## config.mk

```make
export PLATFORM = sky130hd
export DESIGN_NAME = rr_arbiter_4
export DESIGN_NICKNAME = d
export VERILOG_FILES = /design/src/rtl/arb_pkg.sv /design/src/rtl/rr_pick_4.sv /design/src/rtl/rr_arbiter_4.sv
export SDC_FILE = /design/constraint.sdc
export NUM_CORES = 1
export LEC_CHECK = 0
export ABC_AREA = 1
export CAP_MARGIN = 10
export CORE_ASPECT_RATIO = 0.7
export CORE_MARGIN = 4
export CORE_UTILIZATION = 57
export CTS_BUF_LIST = sky130_fd_sc_hd__clkbuf_8
export CTS_CLUSTER_SIZE = 24
export DETAILED_ROUTE_END_ITERATION = 7
export PLACE_DENSITY = 0.81
export SETUP_SLACK_MARGIN = 0.4
export SLEW_MARGIN = 20
export SYNTH_ARGS = -nofsm -noshare
export SYNTH_HDL_FRONTEND = slang
export SYNTH_SLANG_ARGS = --single-unit
export TNS_END_PERCENT = 5
```

## constraint.sdc

```tcl
create_clock -name clk -period 2.45 [get_ports clk]
set_clock_uncertainty 0.15 [all_clocks]
set_input_delay 0.3675 -clock clk [delete_from_list [all_inputs] [get_ports clk]]
set_output_delay 0.3675 -clock clk [all_outputs]
set_load 0.01 [all_outputs]
```

## src/rtl/arb_pkg.sv

```systemverilog
// Shared types and constants for the 4-requester round-robin arbiter.
package arb_pkg;

  localparam int unsigned ARB_N = 4;
  localparam int unsigned ID_W  = 2;

  typedef enum logic {
    IDLE  = 1'b0,
    GRANT = 1'b1
  } arb_state_e;

  function automatic logic [ARB_N-1:0] id2onehot(input logic [ID_W-1:0] id);
    return 4'b0001 << id;
  endfunction

endpackage

```

## src/rtl/rr_pick_4.sv

```systemverilog
// Combinational 4:2 pick. Priority starts at last_id-1 and wraps, so last_id is served last.
module rr_pick_4
  import arb_pkg::*;
(
  input  logic [ARB_N-1:0] req,
  input  logic [ARB_N-1:0] mask,
  input  logic [ID_W-1:0]  last_id,
  input  logic             rr_en,
  output logic             any,
  output logic [ID_W-1:0]  id
);

  logic [ARB_N-1:0] eff;
  logic [ARB_N-1:0] rot;
  logic [ID_W-1:0]  base;
  logic [ID_W-1:0]  ofs;

  always_comb begin
    eff  = req & ~mask;
    base = rr_en ? last_id : '0;
    // rot[3] is the highest-priority candidate (base-1), rot[0] the lowest (base)
    for (int k = 0; k < ARB_N; k++) begin
      rot[ARB_N-1-k] = eff[base - ID_W'(k) - ID_W'(1)];
    end
    any = 1'b1;
    ofs = '0;
    casez (rot)
      4'b1???: ofs = 2'd0;
      4'b01??: ofs = 2'd1;
      4'b001?: ofs = 2'd2;
      4'b0001: ofs = 2'd3;
      default: any = 1'b0;
    endcase
    id = base - ofs - ID_W'(1);
  end

endmodule

```

## src/rtl/rr_arbiter_4.sv

```systemverilog
// Four-requester arbiter: rotating or fixed priority, grant held until release,
// with an optional hold timeout that preempts the owner when others wait.
module rr_arbiter_4
  import arb_pkg::*;
#(
  parameter bit          RR_EN    = 1'b1,
  parameter int unsigned MAX_HOLD = 16,
  parameter int unsigned CNT_W    = 5
) (
  input  logic             clk,
  input  logic             rst_n,
  input  logic [ARB_N-1:0] req,
  output logic [ARB_N-1:0] gnt,
  output logic [ID_W-1:0]  gnt_id,
  output logic             gnt_valid,
  output logic             preempt
);

  localparam bit             TimeoutEn = (MAX_HOLD != 0);
  localparam logic [CNT_W-1:0] HoldLast = CNT_W'((MAX_HOLD == 0) ? 0 : MAX_HOLD - 1);

  arb_state_e       state_q, state_d;
  logic [ARB_N-1:0] gnt_q, gnt_d;
  logic [ID_W-1:0]  gnt_id_q, gnt_id_d;
  logic             gnt_valid_q, gnt_valid_d;
  logic             preempt_q, preempt_d;
  logic [CNT_W-1:0] hold_q, hold_d;
  logic [ID_W-1:0]  last_id_q, last_id_d;

  logic             in_grant;
  logic [ARB_N-1:0] pick_mask;
  logic [ID_W-1:0]  pick_last;
  logic             pick_any;
  logic [ID_W-1:0]  pick_id;
  logic             timeout;

  // While granted, the owner is excluded and treated as the last owner for the next pick
  assign in_grant  = (state_q == GRANT);
  assign pick_mask = in_grant ? id2onehot(gnt_id_q) : '0;
  assign pick_last = in_grant ? gnt_id_q : last_id_q;
  assign timeout   = TimeoutEn && (hold_q == HoldLast);

  rr_pick_4 u_pick (
    .req     (req),
    .mask    (pick_mask),
    .last_id (pick_last),
    .rr_en   (RR_EN),
    .any     (pick_any),
    .id      (pick_id)
  );

  always_comb begin
    state_d     = state_q;
    gnt_id_d    = gnt_id_q;
    gnt_valid_d = gnt_valid_q;
    preempt_d   = 1'b0;
    hold_d      = hold_q;
    last_id_d   = last_id_q;
    unique case (state_q)
      IDLE: begin
        if (pick_any) begin
          state_d     = GRANT;
          gnt_id_d    = pick_id;
          gnt_valid_d = 1'b1;
          hold_d      = '0;
        end
      end
      GRANT: begin
        if (!req[gnt_id_q]) begin
          // Release wins over a coincident timeout
          last_id_d = gnt_id_q;
          hold_d    = '0;
          if (pick_any) begin
            gnt_id_d = pick_id;
          end else begin
            state_d     = IDLE;
            gnt_valid_d = 1'b0;
          end
        end else if (timeout && pick_any) begin
          preempt_d = 1'b1;
          last_id_d = gnt_id_q;
          gnt_id_d  = pick_id;
          hold_d    = '0;
        end else if (!timeout) begin
          hold_d = hold_q + CNT_W'(1);
        end
      end
      default: state_d = IDLE;
    endcase
    gnt_d = gnt_valid_d ? id2onehot(gnt_id_d) : '0;
  end

  always_ff @(posedge clk or negedge rst_n) begin
    if (!rst_n) begin
      state_q     <= IDLE;
      gnt_q       <= '0;
      gnt_id_q    <= '0;
      gnt_valid_q <= 1'b0;
      preempt_q   <= 1'b0;
      hold_q      <= '0;
      last_id_q   <= '0;
    end else begin
      state_q     <= state_d;
      gnt_q       <= gnt_d;
      gnt_id_q    <= gnt_id_d;
      gnt_valid_q <= gnt_valid_d;
      preempt_q   <= preempt_d;
      hold_q      <= hold_d;
      last_id_q   <= last_id_d;
    end
  end

  assign gnt       = gnt_q;
  assign gnt_id    = gnt_id_q;
  assign gnt_valid = gnt_valid_q;
  assign preempt   = preempt_q;

endmodule

```

==> reports/summary.txt, run 1 <==
Status: completed
#FFs+latches synth: 16
Yosys top cell area share: 0.342
Post-synthesis sequential area ratio: 0.342
Normalized max-slew margin: 0.523
Worst-Skew Late Latency: 0.25 ns
DR WL/cell: 14.6 um
Root Driver: clkbuf_8
Cells after synthesis: 170
R2R depth: 17
Crit-path max FO: 8
Worst min-delay path class: flip-flop to flip-flop
Worst EP required: 2.44 ns
Core outline area: 1900 um^2
Largest net degree at the start of global routing: 17
Chip height: 45.9 um
Area leader, netlist: dfrtp_1
Final setup viols: 0
Unrepaired setup endpoints after global routing: true
DRC violations left: 0
Avg Synthesized Cell Area: 6.88 um^2
Synth Warn #: 0
Unique masters post-synth: 27
Routed Antenna Nets: 0
Initial DRT Pass Iterations: 4
Period utilization: 0.961
Clock Path Buffers: 2
Crit path launch type: flip-flop
Final #Nets: 205
Sequential cell area: 404 um^2
Area growth from synthesis to layout: 36.3%
Slew @ Worst Pin: 0.713 ns
Hold Path End: hold_q[4]
Min Clock Period, post-route: 2.36 ns
Gr usage total: 0.231
Max Cap Viol: 0
Fin. Hold Viols: 0
DRT Wirelength: 3180 um
Ports: 14
CTS Buf Count: 3
Reg-to-reg slack, setup: 0.09 ns
Share of post-route cells with drive strength above 1: 0.359
Die Wd: 62.2 um
Initial Util: 0.615
FMAX: 0.425 GHz
Crit path kind: flip-flop to flip-flop
Clock-pin slew on the worst setup and hold paths: 0.06 ns
Vias in the first global route: 1053
Placed cell areas: 1370 um^2
Post-synth ARST share: 1.00
Fillers: 121
CTS sink count: 16
DRT iter0 DRCs: 62
Vias per cell: 5.58
Post-synth net total: 178
CTS tree: built
Count of flip-flops with a built-in enable after synthesis: 0
Synth Flop Type: dfrtp_1
Grt ovf: 0
Post-Syn Area: 1170 um^2
Finished Cell Area: 1590 um^2
Buffers on Ports: 13
Worst flop-to-flop path startpoint: in_grant
Multi-input logic area: 817 um^2
Row cnt: 13
Slew Limit Fails: 0
HP Start: hold_q[4]
Antenna violations before repair: 0
Vias: 1210
Htree depth: 1
WP data arrival: 2.34 ns
Synth top area cells: dfrtp_1 (34%), nand2_1 (21%), nand3_1 (7.3%), nand2_2 (7.0%), inv_1 (4.2%)
ANT cells: 0
HPWL Detailed: 2170 um
GP Congestion: 0.799
Die footprint: 2850 um^2
First-pass GRT wire length: 4970 um
Reg2reg end: gnt[0]
Hold Crit Depth: 1
Crit end category: flip-flop
## flip-flops by register name, summed over array words and instances (netlist names)
name and flops:
hold_q 5, gnt 4, gnt_id 2, last_id_q 2
gnt_valid 1, in_grant 1, preempt 1
## layout make-up
class                   count  share of cell area
multi-input cells         135               0.513
flip-flops and latches     16               0.254
well taps                  22              0.0173
repair buffers             25               0.145
inverters                  16              0.0455
clock buffers               3              0.0259
## cell usage in the layout, fill, tap and decap left out, types with 2 or more instances in the layout
master	n
nand2_1	49
nand2_2	22
dfrtp_1	13
clkdlybuf4s50_1	13
inv_1	12
nor2_1	11
nand3_1	11
buf_4	10
nand2_4	9
nand3_2	6
o21ai_1	5
nor2_4	3
nor2_2	3
clkbuf_8	3
dfrtp_2	3
inv_4	2
a21oi_1	2
o21ai_0	2
## Yosys cell counts (2+ instances only)
cell type	n
buf_6	2
nand2_1	64
nand3_1	17
nand2_2	13
ha_1	2
a21oi_1	2
inv_2	2
nor2_2	3
nand2_4	3
inv_1	13
o21ai_0	6
dfrtp_1	16
nor2_1	12
nor2_4	2
## metrics by stage
stage / TNS, ns / hold slack [ns] / std cells / setup slack (ns) / util
final: 0 / 0.383 / 217 / 0.0944 / 0.838
after global routing: -0.0514 / 0.408 / 217 / -0.0286 / 0.838
after CTS: 0 / 0.385 / 216 / 0.130 / 0.806
after detailed placement: -0.158 / 0.375 / 205 / -0.0617 / 0.717
after global placement: 0 / 0.368 / 205 / 0.0119 / 0.717
after floorplan: 0 / -0.0781 / 170 / 0.325 / -
## worst max-delay path: stages, from the launching register on
cell and delay (ns):
dfrtp_2 0.52, inv_8 0.06, nand2_4 0.07, nand2_4 0.07, buf_8 0.14, nand2_1 0.08, nand2_2 0.07, nand2_2 0.09
nand2_2 0.05, o21ai_1 0.11, nand2_1 0.10, ha_4 0.17, xor2_2 0.17, inv_1 0.08, nand2_1 0.07, nand3_1 0.08
nand2_2 0.11, nor2_1 0.05
## worst max path at each step
| stage | from | slack (ns) | endpoint |
|---|---|---|---|
| floorplan | in_grant | 0.33 | gnt[0] |
| global placement | in_grant | 0.01 | gnt[1] |
| detailed placement | in_grant | -0.06 | gnt[0] |
| CTS | in_grant | 0.13 | gnt[0] |
| global route | in_grant | -0.03 | gnt[0] |
| finish | in_grant | 0.09 | gnt[0] |
## cell families (layout without fill, tap and decap cells)
kind of cell               count (synthesis)  count (layout)  synth area share
and+or+nand+nor                          118             118             0.475
buffers and inverters                     19              44            0.0791
DFF                                       16              16             0.342
AOI/OAI and AO/OA                         13              13            0.0674
adders and majority gates                  2               2            0.0214
xor gates and xnor gates                   2               2            0.0150
## routing by layer
| layer | track usage | wire [um] |
|---|---|---|
| met1 | 0.327 | 1490 |
| met2 | 0.357 | 1420 |
| met3 | 0.0617 | 214 |
| met4 | 0.0476 | 46 |
| met5 | 0 | 0 |
## timing repair
item,4_1_cts,5_1_grt
hold buffers,0,0
gates resized for setup,21,14
endpoints found under the setup margin,13,14
setup buffers,8,1
pin swaps,11,20
Power of run 1 is left out: the tool's default activity adds up to more than one toggle a clock period on the data nets, which glitch-free logic cannot reach.
==> inputs of run 2 (changes only) <==
GPL_TIMING_DRIVEN = 0   (was unset)
==> reports/summary.txt, run 2 (synthesis gave the netlist of run 1 again) <==
Status: completed
Routed Antenna Nets: 0
WP data arrival: 2.42 ns
Worst flop-to-flop path startpoint: gnt_id[1]
Worst-Skew Late Latency: 0.25 ns
DRC violations left: 0
Fin. Hold Viols: 0
Ports: 14
Most frequent cells in the layout: nand2_1 (47), nand2_2 (22), dfrtp_1 (15), clkdlybuf4s50_1 (13), buf_4 (13)
HPWL Detailed: 2180 um
Row cnt: 13
Crit end category: flip-flop
Slew Limit Fails: 0
Core outline area: 1900 um^2
DRT Wirelength: 4050 um
R2R depth: 16
Placed cell areas: 1380 um^2
Worst EP required: 2.48 ns
DRT iter0 DRCs: 108
Final setup viols: 0
Max reg flops: 5
Crit path launch type: flip-flop
Largest net degree at the start of global routing: 17
Area growth from synthesis to layout: 43.0%
DR WL/cell: 18.2 um
Initial DRT Pass Iterations: 5
Unrepaired setup endpoints after global routing: true
Die footprint: 2850 um^2
CTS Buf Count: 3
Antenna violations before repair: 0
Share of post-route cells with drive strength above 1: 0.390
Grt ovf: 0
Buffers on Ports: 13
Crit path kind: flip-flop to flip-flop
Period utilization: 0.973
Final #Nets: 210
Worst setup startpoint: gnt_id[1]
Reg2reg end: gnt[0]
Finished Cell Area: 1670 um^2
Critical path cell sequence: buf_6 > nor2_1 > nand2_1 > nand3_2 > nand2_2 > nand2_2 > nand2_2 > buf_4 > buf_4 > nor2_4 > nand2_4 > nand2_2 > nand2_1 > nand2_1 > nand2_1 > nor2_1
Largest Register: hold_q
Clock-pin slew on the worst setup and hold paths: 0.06 ns
Slew @ Worst Pin: 0.728 ns
First-pass GRT wire length: 5460 um
Normalized max-slew margin: 0.513
Initial Util: 0.615
Htree depth: 1
Gr usage total: 0.249
Root Driver: clkbuf_8
CTS sink count: 16
Slowest CP cell: dfrtp_1
Min Clock Period, post-route: 2.38 ns
Die Wd: 62.2 um
CP peak stage delay: 0.39 ns
Reg-to-reg slack, setup: 0.07 ns
FMAX: 0.419 GHz
Commonest non-fill, non-tap cell in the layout: nand2_1
Worst min-delay path class: input pin to async pin
Chip height: 45.9 um
Vias in the first global route: 1129
Max Cap Viol: 0
Clock Path Buffers: 2
CTS tree: built
GP Congestion: 0.752
ANT cells: 0
Vias per cell: 6.06
Vias: 1346
Crit-path max FO: 8
# hold bufs at CTS: 0
==> run 2: cell count changes in the layout (fill, tap and decap cells not counted), sizes merged <==
cell,before,now
buf,12,17
==> run 2: area by class of cell <==
class	count	area (um^2)
buffer	3	37.5
tap	22	27.5
multi-input combinational	135	853
fill	98	230
sequential	16	402
inverter	16	72.6
clock buffer	3	41.3
timing repair buffer	27	239
==> run 2: how the worst max path moves through the flow <==
stage	endpoint	slack, ns	cells past startpoint
floorplan	gnt[0]	0.33	18
global placement	gnt[1]	-0.007	15
detailed placement	gnt[1]	-0.07	15
CTS	gnt[0]	0.14	18
global route	gnt[0]	-0.04	18
finish	gnt[0]	0.07	16
==> run 2: critical path: cells and delay by family, from the launching register on <==
family,cells,cell delay (ns)
DFF,1,0.39
buffers and inverters,3,0.42
and+or+nand+nor,13,1.34
==> run 2: stage by stage <==
stage | util | instances | setup slack, ns | setup TNS [ns] | hold WS, ns
2_1_floorplan | - | 170 | 0.325 | 0 | -0.0781
3_3_place_gp | 0.723 | 205 | -0.00657 | -0.00657 | 0.369
3_5_place_dp | 0.723 | 205 | -0.0740 | -0.286 | 0.382
4_1_cts | 0.786 | 216 | 0.143 | 0 | 0.395
5_1_grt | 0.879 | 222 | -0.0397 | -0.134 | 0.425
6_report | 0.879 | 222 | 0.0656 | 0 | 0.398
==> run 2: metal layers <==
layer,track usage,part of all wire
met3,0.0741,0.10
met4,0.0303,0.056
met1,0.355,0.40
met2,0.386,0.44
met5,0,0
==> run 2: what timing repair did <==
action / 4_1_cts / 5_1_grt
gates resized for setup: 9 / 29
cloned: 1 / 0
buffers inserted: 7 / 6
pin swaps: 10 / 14
setup endpoints to repair: 13 / 15
Power of run 2 is left out for the same reason.
==> inputs of run 3 (changes only) <==
SLEW_MARGIN = unset   (was 20)
==> results of run 3 <==
No change in the layout: final DEF, timing and power equal those of run 2.
Power of run 3 is left out for the same reason.
